`src/rtl/adc_frame_scheduler.sv`:
```
// Periodic AD7606 trigger plus framed byte streamer (A5, count, enabled samples, optional XOR sum).
// Define FRAME_CHECKSUM_EN to append the checksum byte to every frame.
module adc_frame_scheduler #(
  parameter int CLK_FRE     = 50,
  parameter int SEND_FRE    = 2,
  parameter int TICK_CYCLES = CLK_FRE * 1000000 / SEND_FRE,
  parameter int TIMEOUT     = 100000
) (
  input  logic             clk,
  input  logic             rst,
  input  logic [7:0]       ch_mask,
  output logic             adc_start,
  input  logic             adc_done,
  input  logic [7:0][15:0] adc_data,
  output logic [7:0]       tx_data,
  output logic             tx_valid,
  input  logic             tx_ready,
  output logic             busy,
  output logic             overrun,
  output logic             timeout_err
);

  localparam int TW = (TICK_CYCLES > 1) ? $clog2(TICK_CYCLES) : 1;
  localparam int WW = (TIMEOUT > 1) ? $clog2(TIMEOUT) : 1;
  localparam logic [TW-1:0] TICK_LAST = TW'(TICK_CYCLES - 1);
  localparam logic [WW-1:0] WAIT_LAST = WW'(TIMEOUT - 1);

  localparam logic [2:0] ST_IDLE = 3'd0;
  localparam logic [2:0] ST_TRIG = 3'd1;
  localparam logic [2:0] ST_WAIT = 3'd2;
  localparam logic [2:0] ST_HDR  = 3'd3;
  localparam logic [2:0] ST_CNT  = 3'd4;
  localparam logic [2:0] ST_DATA = 3'd5;
`ifdef FRAME_CHECKSUM_EN
  localparam logic [2:0] ST_SUM  = 3'd6;
  localparam logic [2:0] ST_LAST = ST_SUM;
`else
  localparam logic [2:0] ST_LAST = ST_IDLE;
`endif

  logic [2:0]    state_reg, state_next;
  logic [TW-1:0] timer_reg;
  logic [WW-1:0] wait_reg;
  logic [15:0]   sample_reg [8];
  logic [7:0]    mask_reg;
  logic [7:0]    remain_reg;
  logic          half_reg;
  logic          tick;
  logic          xfer;
  logic          capture;
  logic          wait_expired;
  logic          last_ch;
  logic [2:0]    cur_ch;
  logic [3:0]    pop_cnt;

  assign tick         = (timer_reg == TICK_LAST);
  assign xfer         = tx_valid && tx_ready;
  assign capture      = (state_reg == ST_WAIT) && adc_done;
  assign wait_expired = (wait_reg == WAIT_LAST);
  assign last_ch      = ((remain_reg & (remain_reg - 8'd1)) == 8'd0);

  // Free-running send timer; never disturbed by the FSM.
  always_ff @(posedge clk) begin
    if (rst)       timer_reg <= '0;
    else if (tick) timer_reg <= '0;
    else           timer_reg <= timer_reg + TW'(1);
  end

  always_comb begin
    state_next = state_reg;
    case (state_reg)
      ST_IDLE: if (tick) state_next = ST_TRIG;
      ST_TRIG: state_next = ST_WAIT;
      ST_WAIT: begin
        if (adc_done)          state_next = ST_HDR;
        else if (wait_expired) state_next = ST_IDLE;
      end
      ST_HDR:  if (xfer) state_next = ST_CNT;
      ST_CNT:  if (xfer) state_next = (mask_reg != 8'd0) ? ST_DATA : ST_LAST;
      ST_DATA: if (xfer && half_reg && last_ch) state_next = ST_LAST;
`ifdef FRAME_CHECKSUM_EN
      ST_SUM:  if (xfer) state_next = ST_IDLE;
`endif
      default: state_next = ST_IDLE;
    endcase
  end

  always_ff @(posedge clk) begin
    if (rst) begin
      state_reg  <= ST_IDLE;
      wait_reg   <= '0;
      mask_reg   <= '0;
      remain_reg <= '0;
      half_reg   <= 1'b0;
    end else begin
      state_reg <= state_next;
      wait_reg  <= (state_reg == ST_WAIT) ? wait_reg + WW'(1) : '0;
      if (capture) begin
        mask_reg   <= ch_mask;
        remain_reg <= ch_mask;
        half_reg   <= 1'b0;
      end else if ((state_reg == ST_DATA) && xfer) begin
        // Retire a channel once its low byte has gone out.
        half_reg <= ~half_reg;
        if (half_reg) remain_reg <= remain_reg & (remain_reg - 8'd1);
      end
    end
  end

  generate
    for (genvar gi = 0; gi < 8; gi++) begin : g_sample
      always_ff @(posedge clk) begin
        if (rst)          sample_reg[gi] <= '0;
        else if (capture) sample_reg[gi] <= adc_data[gi];
      end
    end
  endgenerate

  always_comb begin
    cur_ch = '0;
    for (int i = 7; i >= 0; i--) begin
      if (remain_reg[i]) cur_ch = 3'(i);
    end
  end

  always_comb begin
    pop_cnt = '0;
    for (int i = 0; i < 8; i++) begin
      pop_cnt = pop_cnt + 4'(mask_reg[i]);
    end
  end

`ifdef FRAME_CHECKSUM_EN
  logic [7:0] chk_reg;

  // XOR of every byte after the header, accumulated as bytes are accepted.
  always_ff @(posedge clk) begin
    if (rst)          chk_reg <= '0;
    else if (capture) chk_reg <= '0;
    else if (xfer && ((state_reg == ST_CNT) || (state_reg == ST_DATA)))
      chk_reg <= chk_reg ^ tx_data;
  end
`endif

  always_comb begin
    tx_data = 8'h00;
    case (state_reg)
      ST_HDR:  tx_data = 8'hA5;
      ST_CNT:  tx_data = {4'h0, pop_cnt};
      ST_DATA: tx_data = half_reg ? sample_reg[cur_ch][7:0] : sample_reg[cur_ch][15:8];
`ifdef FRAME_CHECKSUM_EN
      ST_SUM:  tx_data = chk_reg;
`endif
      default: tx_data = 8'h00;
    endcase
  end

`ifdef FRAME_CHECKSUM_EN
  assign tx_valid = (state_reg == ST_HDR) || (state_reg == ST_CNT) ||
                    (state_reg == ST_DATA) || (state_reg == ST_SUM);
`else
  assign tx_valid = (state_reg == ST_HDR) || (state_reg == ST_CNT) ||
                    (state_reg == ST_DATA);
`endif

  assign adc_start   = (state_reg == ST_TRIG);
  assign busy        = (state_reg != ST_IDLE);
  assign overrun     = tick && (state_reg != ST_IDLE);
  assign timeout_err = (state_reg == ST_WAIT) && !adc_done && wait_expired;

endmodule
```
`config.mk`:
```
export PLATFORM = sky130hd
export DESIGN_NAME = adc_frame_scheduler
export DESIGN_NICKNAME = d
export VERILOG_FILES = /design/src/rtl/adc_frame_scheduler.sv
export SDC_FILE = /design/constraint.sdc
export NUM_CORES = 1
export LEC_CHECK = 0
export ABC_AREA = 1
export BUFFER_PORTS_ARGS = -buffer_cell sky130_fd_sc_hd__buf_4
export CAP_MARGIN = 20
export CORE_UTILIZATION = 52
export CTS_CLUSTER_DIAMETER = 200
export DETAILED_ROUTE_END_ITERATION = 8
export PLACE_DENSITY = 0.86
export SYNTH_ARGS = -nofsm -noshare
export SYNTH_HDL_FRONTEND = slang
export SYNTH_SLANG_ARGS = --single-unit
export TNS_END_PERCENT = 30
```
`constraint.sdc`:
```
create_clock -name clk -period 5 [get_ports clk]
set_input_delay 1 -clock clk [delete_from_list [all_inputs] [get_ports clk]]
set_output_delay 1 -clock clk [all_outputs]
set_load 0.05 [all_outputs]
```
==> run_results.csv <==
group,metric,value,unit
clocking,clk_latency,0.44,ns
critical_path,cp-endpoint,"tx_data[2]",
critical_path,reg2reg_to,"sample_reg[3][5]",
route,drc,2,
placed_design,place_area,10800,um2
sta,rsz0062_at_grt,"false",
status,failed_checks,"design-rule violations",
floorplan,dieArea,18900,um2
clocking,cts.path.max_buffers,2,
critical_path,startpoint,"mask_reg[0]",
floorplan,die_w,137,um
grt,antenna_found_initial,0,
synthesis,yosysWarnings,0,
critical_path,rrSetupSlack,2.42,ns
critical_path,cp-end-kind,"output port",
pwr,p_leak,5.11,nW
synthesis,synth_area,9530,um2
clocking,cts.sinks,190,
cells_and_area,area_growth,19.4,%
critical_path,worstPathCellList,"inv_1, fa_1, fa_1, fa_1, inv_1, ha_1, inv_1, fa_1, xnor2_1, a21boi_0, nand2_1, buf_4",
critical_path,crit_family,"adder cells",
route,dr.pass1.iters,7,
critical_path,cp.arrival,3.51,ns
critical_path,crit_type,"reg2out",
sta,fin_crit_sh,90.2,%
critical_path,crit_path_start_kind,"register",
cells_and_area,diodes,0,
status,status,"finished, violations left",
sta,fin_crit,4.51,ns
clocking,cts_root_buf,"clkbuf_16",
route,viasPerCell,5.27,
route,ant_nets,0,
clocking,htree_levels,4,
pwr,power_density,439,nW/um2
synthesis,synth_nets,1313,
placed_design,place_hpwl,16.0,mm
placed_design,port_buffers,152,
sta,tightest_slew,0.806,ns
sta,skew,0.00665,ns
clocking,cts_buffers,17,
pwr,ir_worst_vdd,0.314,mV
sta,maxSlewHeadroom,46.3,%
sta,hold_viol,0,
sta,setup_viol,0,
cells_and_area,layout.nets,1442,
cells_and_area,fillers,1479,
route,totalWireLength,22.9,mm
cells_and_area,mostFrequentLayoutCell,"inv_1",
grt,grt_pass1_vias,7660,
synthesis,synth-seq-cells,190,
floorplan,coreArea,18000,um2
route,via_count,8084,
grt,grt_pass1_wl,36.1,mm
critical_path,slowest_stage,"fa_1",
grt,grt_max_degree,73,
cells_and_area,drive_gt1_share,16.6,%
synthesis,seq_area_frac_synth,53.4,%
critical_path,crit_buf_inv,4,
floorplan,rows,49,
placed_design,gp_congestion,0.860,
critical_path,path_depth,12,
route,drt_iter0_markers,802,
hold_path,hold_path_class,"reg2reg",
sta,max_freq,0.222,GHz
flow_run,max_cap_violations,0,
floorplan,io_pins,153,
floorplan,floorplan.initialDensity,53.0,%
critical_path,r2r_cells,7,
critical_path,cpMostUsedCell,"fa_1",
grt,grt_usage,25.2,%
clocking,cts_tree,"built",
synthesis,synth_cells,1163,
grt,grt_overflow,0,
clocking,clk_pin_slew,0.07,ns
synthesis,synth_cell_types,39,
critical_path,cp.required,4.00,ns
clocking,postCtsHoldBufs,0,
sta,maxSlewViolCount,0,
critical_path,cp_max_fo,3,
cells_and_area,final_cell_mix,"inv_1, nor2_1, nand3_1",
route,wl_per_cell,15.0,um
pwr,power.total,4.99,mW
clocking,cts_setup_buffers,0,
synthesis,synth.avg_cell_area,8.19,um2
critical_path,max_stage_delay,0.56,ns
floorplan,die_y,137,um
clocking,postCtsResizedCells,0,
critical_path,r2r-start,"state_reg[1]",
sta,setup_tns,0,ns
cells_and_area,final_area,11400,um2
cells_and_area,largest_reg_flops,128,
-- cell usage after synthesis --
cell type	count	area share, %
inv_1	220	8.7
nor2_1	196	7.7
nand3_1	179	9.4
nand2_1	165	6.5
edfxtp_1	128	40
dfxtp_1	62	13
a21oi_1	27	1.4
clkbuf_1	24	0.95
nor3_1	21	1.1
o21ai_0	19	1.0
buf_2	15	0.79
nor4_1	12	0.79
nand4_1	10	0.66
o22ai_1	8	0.53
buf_6	7	0.83
nand3b_1	7	0.55
a31oi_1	6	0.39
ha_1	6	0.79
inv_2	6	0.24
xor2_1	6	0.55
fa_1	4	0.84
nor3_2	4	0.42
nor3b_1	4	0.32
nand2_2	3	0.20
nor2_4	3	0.35
or2_2	3	0.20
xnor2_1	3	0.28
and3_1	2	0.13
nor2_2	2	0.13
o211ai_1	2	0.16
a21boi_0	1	0.079
a21oi_2	1	0.092
buf_1	1	0.039
buf_4	1	0.079
nand2_4	1	0.12
nand3_2	1	0.11
o21a_1	1	0.079
o31ai_1	1	0.079
o32ai_1	1	0.092
-- through the flow --
| step | utilization, % | setup slack [ns] | cells | hold slack, ns |
|---|---|---|---|---|
| floorplan | - | 0.173 | 1163 | 0.418 |
| global placement | 60.1 | 1.03 | 1502 | 0.428 |
| detailed placement | 60.1 | 0.975 | 1502 | 0.438 |
| CTS | 63.3 | 0.487 | 1534 | 0.447 |
| global route | 63.3 | 0.333 | 1534 | 0.471 |
| finish | 63.3 | 0.490 | 1534 | 0.448 |
-- where the power goes --
group	leakage (nW)	total (mW)	switching (mW)	internal, mW
Sequential	1.83	1.95	0.0751	1.88
Combinational	3.00	1.68	1.17	0.516
Clock	0.283	1.35	0.610	0.745
Total	5.11	4.99	1.85	3.14
-- per-layer routing --
metal | wire [um] | vias up | part of all wire, % | track usage [%]
met2 | 11400 | 348 | 50 | 43.3
met5 | 0 | - | 0 | 0
met3 | 1550 | 65 | 6.8 | 4.12
li1 | - | 3990 | - | -
met1 | 9120 | 3681 | 40 | 30.6
met4 | 888 | 0 | 3.9 | 12.4
-- worst min path at each step --
| stage | depth (start not counted) | slack (ns) | start | endpoint |
|---|---|---|---|---|
| global placement | 1 | 0.43 | wait_reg[0] | wait_reg[0] |
| CTS | 1 | 0.45 | wait_reg[0] | wait_reg[0] |
| global route | 1 | 0.47 | wait_reg[0] | wait_reg[0] |
| floorplan | 1 | 0.42 | wait_reg[0] | wait_reg[0] |
| detailed placement | 1 | 0.44 | wait_reg[0] | wait_reg[0] |
| finish | 1 | 0.45 | wait_reg[0] | wait_reg[0] |
-- layout make-up --
| type | instances | area [um2] | share of cell area, % |
|---|---|---|---|
| flip-flops and latches | 190 | 5080 | 44.7 |
| well taps | 229 | 287 | 2.52 |
| clock buffers | 17 | 425 | 3.74 |
| multi-input cells | 699 | 3360 | 29.6 |
| inverters | 226 | 848 | 7.46 |
| repair buffers | 158 | 1210 | 10.6 |
| clock inverters | 15 | 159 | 1.40 |
-- kinds of logic (layout without fill, tap and decap cells) --
group | Yosys count | count (layout) | share of synthesized area, %
flip-flops | 190 | 190 | 53.4
AO/OA/AOI/OAI | 67 | 67 | 3.91
buffers and inverters | 274 | 416 | 11.6
AND/OR/NAND/NOR | 613 | 613 | 28.7
adder cells (fa/ha/maj) | 10 | 10 | 1.63
XOR/XNOR | 9 | 9 | 0.827
Note: power is estimated with default switching activity, not from simulation.
